==> config.mk <==
export PLATFORM = sky130hd
export DESIGN_NAME = batch_engine_ctrl_flat
export DESIGN_NICKNAME = d
export VERILOG_FILES = /design/src/rtl/batch_engine_ctrl_pkg.sv /design/src/rtl/batch_engine_ctrl_if.sv /design/src/rtl/batch_engine_ctrl_eng_watchdog.sv /design/src/rtl/batch_engine_ctrl.sv /design/src/flat_wrapper.sv
export SDC_FILE = /design/constraint.sdc
export NUM_CORES = 1
export LEC_CHECK = 0
export CORE_MARGIN = 2
export CORE_UTILIZATION = 47
export CTS_BUF_LIST = sky130_fd_sc_hd__clkbuf_8
export CTS_CLUSTER_SIZE = 40
export DETAILED_ROUTE_END_ITERATION = 8
export PLACE_DENSITY = 0.87
export RECOVER_POWER = 50
export SYNTH_ARGS = -nofsm -noshare
export SYNTH_HDL_FRONTEND = slang
export SYNTH_SLANG_ARGS = --single-unit
==> constraint.sdc <==
create_clock -name clk -period 2.15 [get_ports clk]
set_input_delay 0.215 -clock clk [delete_from_list [all_inputs] [get_ports clk]]
set_output_delay 0.215 -clock clk [all_outputs]
set_load 0.005 [all_outputs]
==> src/rtl/batch_engine_ctrl_pkg.sv <==
// batch_ctrl_pkg: shared types and helpers for the batch engine controller.
//
// Contents:
//   state_t      - 3-bit controller state encoding
//   clamp_items  - folds a requested item count into the legal 1..max range
package batch_ctrl_pkg;

    typedef enum logic [2:0] {
        IDLE     = 3'd0,
        ARM      = 3'd1,
        START    = 3'd2,
        WAIT_ENG = 3'd3,
        WRITE    = 3'd4,
        SHIFT    = 3'd5,
        ERR      = 3'd6
    } state_t;

    // A zero request still runs one item; oversize requests saturate.
    function automatic int unsigned clamp_items(input int unsigned n,
                                                input int unsigned max_items);
        if (n == 0) begin
            return 1;
        end else if (n > max_items) begin
            return max_items;
        end else begin
            return n;
        end
    endfunction

endpackage

==> src/rtl/batch_engine_ctrl_if.sv <==
// batch_engine_ctrl_if: user, engine and write-port signals of the batch
// engine controller, bundled so the controller takes a single bus port.
//
// Parameter: CNT_W - width of n_items / item_idx
// Modports:
//   master - the controller (drives ld, ui_reg_ld, eng_start, sh_en, wr_req,
//            done, busy, item_idx, timeout_err)
//   slave  - the surrounding user/engine/write logic (drives start, n_items,
//            eng_done, wr_ack)
interface batch_engine_ctrl_if #(
    parameter int CNT_W = 3
);

    logic             start;
    logic [CNT_W-1:0] n_items;
    logic             eng_done;
    logic             wr_ack;
    logic             ld;
    logic             ui_reg_ld;
    logic             eng_start;
    logic             sh_en;
    logic             wr_req;
    logic             done;
    logic             busy;
    logic [CNT_W-1:0] item_idx;
    logic             timeout_err;

    modport master (
        input  start, n_items, eng_done, wr_ack,
        output ld, ui_reg_ld, eng_start, sh_en, wr_req, done, busy,
               item_idx, timeout_err
    );

    modport slave (
        output start, n_items, eng_done, wr_ack,
        input  ld, ui_reg_ld, eng_start, sh_en, wr_req, done, busy,
               item_idx, timeout_err
    );

endinterface

==> src/rtl/batch_engine_ctrl_eng_watchdog.sv <==
// eng_watchdog: counts cycles spent waiting on the engine and flags the
// cycle on which the wait reaches TIMEOUT_CYC.
//
// Ports:
//   clk, rst - clock, asynchronous active-high reset
//   clear    - restart the count (asserted the cycle before waiting begins)
//   en       - count this cycle (asserted while waiting on the engine)
//   expired  - this enabled cycle is the TIMEOUT_CYC-th waiting cycle
module eng_watchdog #(
    parameter int TIMEOUT_CYC = 1024
) (
    input  logic clk,
    input  logic rst,
    input  logic clear,
    input  logic en,
    output logic expired
);

    localparam int CW = $clog2(TIMEOUT_CYC + 1);

    logic [CW-1:0] cnt;

    // Count saturates at the limit so a long stall never wraps around.
    always_ff @(posedge clk or posedge rst) begin
        if (rst) begin
            cnt <= '0;
        end else if (clear) begin
            cnt <= '0;
        end else if (en && (cnt != CW'(TIMEOUT_CYC))) begin
            cnt <= cnt + 1'b1;
        end
    end

    // cnt holds the number of waiting cycles already completed, so the
    // limit is hit on the cycle where cnt is one short of it.
    assign expired = en && (cnt == CW'(TIMEOUT_CYC - 1));

endmodule

==> src/rtl/batch_engine_ctrl.sv <==
// batch_engine_ctrl: sequences the load -> compute -> write -> shift
// datapath once per item for a user-programmed batch length.
//
// Optional feature macro: ENG_TIMEOUT_EN
//   defined   - engine watchdog; a stall of TIMEOUT_CYC cycles in WAIT_ENG
//               enters ERR and raises the sticky timeout_err
//   undefined - WAIT_ENG waits indefinitely, timeout_err is tied low
//
// Ports:
//   clk       - clock, rising edge
//   rst       - asynchronous, active-high reset
//   bus       - batch_engine_ctrl_if.master:
//     in : start (level, batch begins on release), n_items (sampled on
//          IDLE->ARM), eng_done (WAIT_ENG only), wr_ack (WRITE only)
//     out: ld, ui_reg_ld, eng_start, sh_en, wr_req, done, busy, item_idx,
//          timeout_err
module batch_engine_ctrl
    import batch_ctrl_pkg::*;
#(
    parameter int MAX_ITEMS   = 4,
    parameter int CNT_W       = $clog2(MAX_ITEMS) + 1,
    parameter int TIMEOUT_CYC = 1024
) (
    input  logic                   clk,
    input  logic                   rst,
    batch_engine_ctrl_if.master    bus
);

    state_t           ps;
    state_t           ns;
    logic [CNT_W-1:0] n_latched;
    logic [CNT_W-1:0] item_idx_q;
    logic             last_item;
    logic             wd_expired;

    logic             ld_c;
    logic             ui_reg_ld_c;
    logic             eng_start_c;
    logic             sh_en_c;
    logic             wr_req_c;
    logic             done_c;
    logic             timeout_err_c;

    assign last_item = (item_idx_q == (n_latched - 1'b1));

`ifdef ENG_TIMEOUT_EN
    // START is the only way into WAIT_ENG, so it doubles as the clear.
    eng_watchdog #(
        .TIMEOUT_CYC (TIMEOUT_CYC)
    ) u_eng_watchdog (
        .clk     (clk),
        .rst     (rst),
        .clear   (ps == START),
        .en      (ps == WAIT_ENG),
        .expired (wd_expired)
    );
`else
    // No watchdog: the expression is constant zero but still references
    // TIMEOUT_CYC so both builds share one parameter list.
    assign wd_expired = 1'b0 && (TIMEOUT_CYC > 0);
`endif

    // State register.
    always_ff @(posedge clk or posedge rst) begin
        if (rst) begin
            ps <= IDLE;
        end else begin
            ps <= ns;
        end
    end

    // Batch length and progress index. The count is latched once on the
    // IDLE->ARM edge; item_idx keeps its final value in IDLE for software.
    always_ff @(posedge clk or posedge rst) begin
        if (rst) begin
            n_latched  <= CNT_W'(1);
            item_idx_q <= '0;
        end else begin
            if ((ps == IDLE) && bus.start) begin
                n_latched  <= CNT_W'(clamp_items(32'(bus.n_items), MAX_ITEMS));
                item_idx_q <= '0;
            end else if ((ps == WRITE) && bus.wr_ack && !last_item) begin
                item_idx_q <= item_idx_q + 1'b1;
            end
        end
    end

    // Next-state logic. Each state looks only at its own input, so stray
    // eng_done / wr_ack / start pulses elsewhere have no effect.
    always_comb begin
        ns = ps;
        case (ps)
            IDLE: begin
                if (bus.start) begin
                    ns = ARM;
                end
            end
            ARM: begin
                if (!bus.start) begin
                    ns = START;
                end
            end
            START: begin
                ns = WAIT_ENG;
            end
            WAIT_ENG: begin
                if (bus.eng_done) begin
                    ns = WRITE;
                end else if (wd_expired) begin
                    ns = ERR;
                end
            end
            WRITE: begin
                if (bus.wr_ack) begin
                    ns = last_item ? IDLE : SHIFT;
                end
            end
            SHIFT: begin
                ns = START;
            end
            ERR: begin
                if (bus.start) begin
                    ns = IDLE;
                end
            end
            default: begin
                ns = IDLE;
            end
        endcase
    end

    // Moore output decode.
    always_comb begin
        ld_c          = 1'b0;
        ui_reg_ld_c   = 1'b0;
        eng_start_c   = 1'b0;
        sh_en_c       = 1'b0;
        wr_req_c      = 1'b0;
        done_c        = 1'b0;
        timeout_err_c = 1'b0;
        case (ps)
            IDLE: begin
                done_c = 1'b1;
            end
            ARM: begin
                ld_c        = 1'b1;
                ui_reg_ld_c = 1'b1;
            end
            START: begin
                eng_start_c = 1'b1;
            end
            WRITE: begin
                wr_req_c = 1'b1;
            end
            SHIFT: begin
                sh_en_c = 1'b1;
            end
            ERR: begin
`ifdef ENG_TIMEOUT_EN
                timeout_err_c = 1'b1;
`endif
            end
            default: begin
                done_c = 1'b0;
            end
        endcase
    end

    assign bus.ld          = ld_c;
    assign bus.ui_reg_ld   = ui_reg_ld_c;
    assign bus.eng_start   = eng_start_c;
    assign bus.sh_en       = sh_en_c;
    assign bus.wr_req      = wr_req_c;
    assign bus.done        = done_c;
    assign bus.timeout_err = timeout_err_c;
    assign bus.busy        = !done_c && !timeout_err_c;
    assign bus.item_idx    = item_idx_q;

endmodule

==> src/flat_wrapper.sv <==
// flat-port wrapper written by rule: the top's interface ports become plain ports
module batch_engine_ctrl_flat import batch_ctrl_pkg::*;
#(
    parameter int MAX_ITEMS   = 4,
    parameter int CNT_W       = $clog2(MAX_ITEMS) + 1,
    parameter int TIMEOUT_CYC = 1024
)
  (clk, rst, bus_start, bus_n_items, bus_eng_done, bus_wr_ack, bus_ld, bus_ui_reg_ld, bus_eng_start, bus_sh_en, bus_wr_req, bus_done, bus_busy, bus_item_idx, bus_timeout_err);
  batch_engine_ctrl_if #(.CNT_W(CNT_W)) bus_i ();
  input  logic clk;
  input  logic rst;
  input wire logic [$bits(bus_i.start)-1:0] bus_start;
  input wire logic [$bits(bus_i.n_items)-1:0] bus_n_items;
  input wire logic [$bits(bus_i.eng_done)-1:0] bus_eng_done;
  input wire logic [$bits(bus_i.wr_ack)-1:0] bus_wr_ack;
  output wire logic [$bits(bus_i.ld)-1:0] bus_ld;
  output wire logic [$bits(bus_i.ui_reg_ld)-1:0] bus_ui_reg_ld;
  output wire logic [$bits(bus_i.eng_start)-1:0] bus_eng_start;
  output wire logic [$bits(bus_i.sh_en)-1:0] bus_sh_en;
  output wire logic [$bits(bus_i.wr_req)-1:0] bus_wr_req;
  output wire logic [$bits(bus_i.done)-1:0] bus_done;
  output wire logic [$bits(bus_i.busy)-1:0] bus_busy;
  output wire logic [$bits(bus_i.item_idx)-1:0] bus_item_idx;
  output wire logic [$bits(bus_i.timeout_err)-1:0] bus_timeout_err;
  assign bus_i.start = bus_start;
  assign bus_i.n_items = bus_n_items;
  assign bus_i.eng_done = bus_eng_done;
  assign bus_i.wr_ack = bus_wr_ack;
  assign bus_ld = bus_i.ld;
  assign bus_ui_reg_ld = bus_i.ui_reg_ld;
  assign bus_eng_start = bus_i.eng_start;
  assign bus_sh_en = bus_i.sh_en;
  assign bus_wr_req = bus_i.wr_req;
  assign bus_done = bus_i.done;
  assign bus_busy = bus_i.busy;
  assign bus_item_idx = bus_i.item_idx;
  assign bus_timeout_err = bus_i.timeout_err;
  batch_engine_ctrl #(.MAX_ITEMS(MAX_ITEMS), .CNT_W(CNT_W), .TIMEOUT_CYC(TIMEOUT_CYC)) u_core (.clk(clk), .rst(rst), .bus(bus_i));
endmodule
======== Word-level counts from Yosys, hierarchy flattened ========
Index checks and enable logic that the tools add are counted.
cells by class
  eq/ne operators ......................... 12
  magnitude comparators ................... 1
  mux-type cells .......................... 16
  reduce and logical (&&, ||, !) cells .... 9
  add/subtract/negate cells ............... 2
operators by type and width
  kind                                               number
  2-to-1 mux 3 bit                                   10
  one-hot mux 3 bit (7 select lines)                 1
  inequality test 2 bit (second input constant)      5
  == test 3 bit (second input constant)              3
  == test 3 x 2 -> 1 bit (second input constant)     2
  logical NOT 3 bit                                  2
  2-to-1 mux 1 bit                                   5
  AND reduction 5 bit                                1
  adder 3 x 1 -> 3 bit (second input constant)       1
  == test 3 x 1 -> 1 bit (second input constant)     1
  == test 3 bit                                      1
  > comparator 3 bit (second input constant)         1
  logical AND 1 bit                                  3
  subtractor 3 x 1 -> 3 bit (second input constant)  1
  logical NOT 1 bit                                  2
  nonzero test 2 bit                                 1
word-level totals
  word-level logic and storage cells ...... 43
  output and inout port bits .............. 11
  register bits after elaboration ......... 9
  input port bits ......................... 8

======== Logic depth before layout (Yosys ltp) ========
Gate-level depths: netlist of run 1.
  word-level depth ........................ 6
  gate-level depth with buffers ........... 6
  mapped depth without buffers ............ 6

======== Worst setup path after synthesis of run 1 ========
Ideal clock, no wire load.
  path kind ............................... register to register
  start point ............................. register u_core.n_latched[0]
  end point ............................... register u_core.item_idx_q[2] (netlist: u_core.bus.item_idx[2])
  stages on the path, launching flop included .. 7
  required time ........................... 2,023 ps
  path slack .............................. 352 ps
  path buffers ............................ 0
  setup time .............................. 127 ps
  clock period less this slack ............ 1,798 ps
  data arrival time ....................... 1,671 ps
  cell sequence ........................... dfstp_2 inv_1 ha_1 xnor3_1 a311oi_4 nand4_1 mux2i_1
on the way
  word-level cells in the longest chain between the ends .. 5
RTL lines
  what                          RTL line                 source
  start, declared               batch_engine_ctrl.sv:31  logic [CNT_W-1:0] n_latched;
  start signal, assigned        batch_engine_ctrl.sv:80  n_latched <= CNT_W'(clamp_items(32'(bus.n_items), MAX_ITEMS));
  subtractor 3 x 1 -> 3 bit     batch_engine_ctrl.sv:44  assign last_item = (item_idx_q == (n_latched - 1'b1));
  == test 3 bit                 batch_engine_ctrl.sv:44
  logical NOT 1 bit             batch_engine_ctrl.sv:82  end else if ((ps == WRITE) && bus.wr_ack && !last_item) begin
  logical AND 1 bit             batch_engine_ctrl.sv:82
  nonzero test 2 bit (no line)  n/a
  end signal, assigned          batch_engine_ctrl.sv:83  item_idx_q <= item_idx_q + 1'b1;
  end, declared                 batch_engine_ctrl.sv:32  logic [CNT_W-1:0] item_idx_q;
Every way passes these cells.
A chain may end at the register's enable or synchronous reset.

======== Worst setup path in the final report of run 1 ========
  start point ............................. register u_core.ps[2]
  end point ............................... output bus_done
on the way
  word-level cells in the longest chain between the ends .. 2
RTL lines
  what                    RTL line                  source
  start, declared         batch_engine_ctrl.sv:29   state_t ps;
  start signal, assigned  batch_engine_ctrl.sv:68   ps <= ns;
  logical NOT 3 bit       batch_engine_ctrl.sv:141  case (ps)
  2-to-1 mux 1 bit        batch_engine_ctrl.sv:141
  end, declared           flat_wrapper.sv:21        output wire logic [$bits(bus_i.done)-1:0] bus_done;
Every way passes these cells.

==> summary.md, run 1 <==
| Metric | Value |
|---|---|
| Crit path DAT | `1.68 ns` |
| Mean number of vias per cell | `~5.2` |
| Post-route ant nets | `0` |
| Dpl hpwl | `837 um` |
| Clock buffer depth | `2` |
| Maxcap violations | `0` |
| Post-synthesis compound-gate area fraction | `13.7%` |
| Clock slew at reported path FFs | `~0.05 ns` |
| DP Area | `773 um^2` |
| Startpoint types | `register` |
| Crit path max fanout | `15` |
| Nets | `93` |
| Critical Path Stages | `2` |
| Port bufs | `17` |
| Synth Area in Simple Gates | `19.8%` |
| Number of synthesized flops with an enable pin | `0` |
| Fin Clk Skew | `0.00639 ns` |
| Final hold vios | `0` |
| Max H-tree Level | `1` |
| Synth top area cells | `dfrtp_1, mux2i_1, inv_1` |
| Syn Std Cell Area | `619 um^2` |
| Warnings, synthesis | `0` |
| CP cell instances | `nor3_1 -> clkdlybuf4s50_1` |
| Leading area contributor after synthesis | `dfrtp_1` |
| DRT iter0 DRCs | `2` |
| Slowest stage delay, CP | `0.56 ns` |
| Crit path max-delay family | `buffers and inverters` |
| Vias | `~500` |
| Initial antenna violation count | `0` |
| Yosys reg bits | `9` |
| Placed insts | `93` |
| Max-slew violations | `0` |
| CP required | `1.93 ns` |
| Largest family of logic cells by synthesized area | `simple AND/OR/NAND/NOR gates` |
| Drt total wl | `1.15 mm` |
| I/O pins | `19` |
| Overflow after GRT | `0` |
| Area share of the largest cell type after synthesis | `32.3%` |
| Diode count | `0` |
| Worst reg2reg endpoint | `u_core.bus.item_idx[2]$_DFFE_PP0P_` |
| Fin area | `818 um^2` |
| Initial Util | `48.8%` |
| Crit-path slowest cell | `clkdlybuf4s50_1` |
| Utilization after layout | `64.5%` |
| Setup bufs post-CTS | `0` |
| Post_cts resized | `0` |
| Layout cell share with drive strength beyond 1 | `8.54%` |
| CTS Buf Count | `3` |
| Layout area overhead | `32.1%` |
| Final Non-Filler Cells | `97` |
| R2R Path Start | `u_core.n_latched[0]$_DFFE_PP1P_` |
| Reg2Reg Depth | `6` |
| Async S/R FF share, synth | `100%` |
| Xor and xnor fraction of the mapped netlist area | `under 10%` |
| Cell variety after synth | `30` |
| Number of global-route vias before repair | `roughly 440` |
| Final setup viols | `0` |
| Die Ht | `~40 um` |
| Hold slack final | `0.372 ns` |
| Kind of critical path | `register to output port` |
| Status | `complete, no violations` |
| Syn Inst Count | `66` |
| Static Leak | `0.383 nW` |
| Hold crit path type | `input port to asynchronous set/reset pin` |
| Buffers and inverters on the worst path | `1` |
| Area of the die | `1620 um^2` |
| Nature of the critical path endpoint | `output port` |
| CTS tree | `done` |
| Post-Synth Adder-Cell Area | `4.04%` |
| Avg WL per Cell | `11.9 um` |
| Post-Syn Nets | `76` |
| Register area share after synthesis | `about 37%` |
| Rows | `13` |
| Setup slack, reg-to-reg | `~0.26 ns` |
| GP Congestion | `0.746` |
| TNS Setup | `0 ns` |
| Hold Buf Count CTS | `0` |
| Fin crit period | `between 1.5 and 2 ns` |
| Mean post-synth cell area | `9.38 um^2` |
| Main synth FF type | `dfrtp_1` |
| Multiplexer area fraction after synthesis | `8.28%` |
| Crit share post-route | `88.2%` |
| Global Route Usage Sum | `between 10% and 20%` |
| CTS Root Cell | `clkbuf_8` |
| Die Span X | `40.3 um` |
| Max Fclk | `528 MHz` |
| RSZ-0062 raised after global routing | `no` |
| Power per Cell Area | `approximately 1300 nW/um^2` |
| Pre-antenna DRT Iters | `4` |
| Clock Latency Late Sink | `0.23 ns` |
| Largest net degree at the start of global routing | `16` |
| Worst vdd ir | `0.707 mV` |
| Sink Count | `9` |
| Core area | `1270 um^2` |
| First-pass GRT wire length | `1.77 mm` |
| Remaining DRCs | `0` |
## layout make-up
| type | count | area [um^2] |
|---|---|---|
| flip-flops and latches | 9 | 226 |
| fillers | 112 | 450 |
| inverters | 8 | 30.0 |
| clock buffers | 3 | 41.3 |
| multi-input cells | 44 | 328 |
| repair buffers | 17 | 170 |
| well taps | 15 | 18.8 |
| clock inverters | 1 | 3.75 |
## cell usage in the layout, fill, tap and decap left out, drive strengths merged, types with 2 or more instances in the layout
cell	synthesis	final
inv	8	9
nor3b	2	2
mux2i	4	4
clkbuf	1	3
xor2	2	2
nor4bb	2	2
nand3	3	3
dfrtp	8	8
clkdlybuf4s50	0	13
nor2	2	2
o21ai	7	7
dlygate4sd3	0	4
nand2	8	8
ha	2	2
## registers in the layout, indices dropped and copies added (netlist names)
register / flops
u_core.bus.item_idx: 3
u_core.n_latched: 3
u_core.ps: 3
## layer usage
layer  wire length [um]  vias to the layer above  track usage, %
li1                   -                      251               -
met1                510                      233            19.2
met2                569                       19            29.8
met3                 73                        0            3.33
met4                  0                        0            10.0
met5                  0                        -               0
## how the worst max path moves through the flow
stage,from,to,slack [ns]
detailed placement,u_core.n_latched[0]$_DFFE_PP1P_,u_core.bus.item_idx[2]$_DFFE_PP0P_,0.25
CTS,u_core.ps[2]$_DFFE_PP0P_,bus_done,0.24
floorplan,u_core.n_latched[0]$_DFFE_PP1P_,u_core.bus.item_idx[2]$_DFFE_PP0P_,0.35
global route,u_core.ps[2]$_DFFE_PP0P_,bus_done,0.16
global placement,u_core.n_latched[0]$_DFFE_PP1P_,u_core.bus.item_idx[2]$_DFFE_PP0P_,0.31
finish,u_core.ps[2]$_DFFE_PP0P_,bus_done,0.25
## cells by family (layout without fill, tap and decap cells)
group,count (synthesis),in the layout
DFF,9,9
AOI/OAI and AO/OA,11,11
and+or+nand+nor,22,22
muxes,5,5
adders and majority gates,2,2
buffers and inverters,13,29
xor gates and xnor gates,3,3
other,1,1
## metrics by stage
| stage | power [mW] | setup slack, ns |
|---|---|---|
| floorplan | 0.727 | 0.352 |
| global placement | 0.875 | 0.307 |
| detailed placement | 0.895 | 0.251 |
| CTS | 1.10 | 0.237 |
| global route | 1.17 | 0.158 |
| finish | 1.08 | 0.254 |
## power breakdown
| group | leakage (nW) | internal, mW | switching (mW) |
|---|---|---|---|
| clock network | 0.0269 | 0.124 | 0.0672 |
| logic | 0.243 | 0.309 | 0.212 |
| registers | 0.113 | 0.242 | 0.130 |
## cells in the mapped netlist, types with 2 or more instances
master / count
xor2_1: 2
mux2i_1: 4
o21ai_0: 5
nor2_1: 2
buf_4: 2
inv_1: 8
nor4bb_1: 2
nand2_1: 8
ha_1: 2
dfrtp_1: 8
nor3b_1: 2
nand3_1: 2
o21ai_1: 2
Note: power is estimated with default switching activity, not from simulation.
==> run 2: changes to the inputs <==
--- a/config.mk
+++ b/config.mk
@@ -7,2 +7,3 @@
 export LEC_CHECK = 0
+export CAP_MARGIN = 20
 export CORE_MARGIN = 2
==> constraint.sdc (replaced) <==
create_clock -name clk -period 2.15 [get_ports clk]
set_input_delay 0.3225 -clock clk [delete_from_list [all_inputs] [get_ports clk]]
set_output_delay 0.3225 -clock clk [all_outputs]
set_load 0.005 [all_outputs]
==> results of run 2 <==
The final DEF is identical to that of run 1. Status: complete, no violations.
Main changes from that run: setup slack after layout 0.254 ns -> 0.147 ns; hold slack 0.372 ns -> 0.479 ns
==> run 3: changes to the inputs <==
GPL_TIMING_DRIVEN = 1   (was unset)
SKIP_LAST_GASP = 1   (was unset)
==> results of run 3 <==
The final DEF is identical to that of run 1. Status: complete, no violations.
Main changes from that run: setup slack after layout 0.254 ns -> 0.147 ns; hold slack 0.372 ns -> 0.479 ns
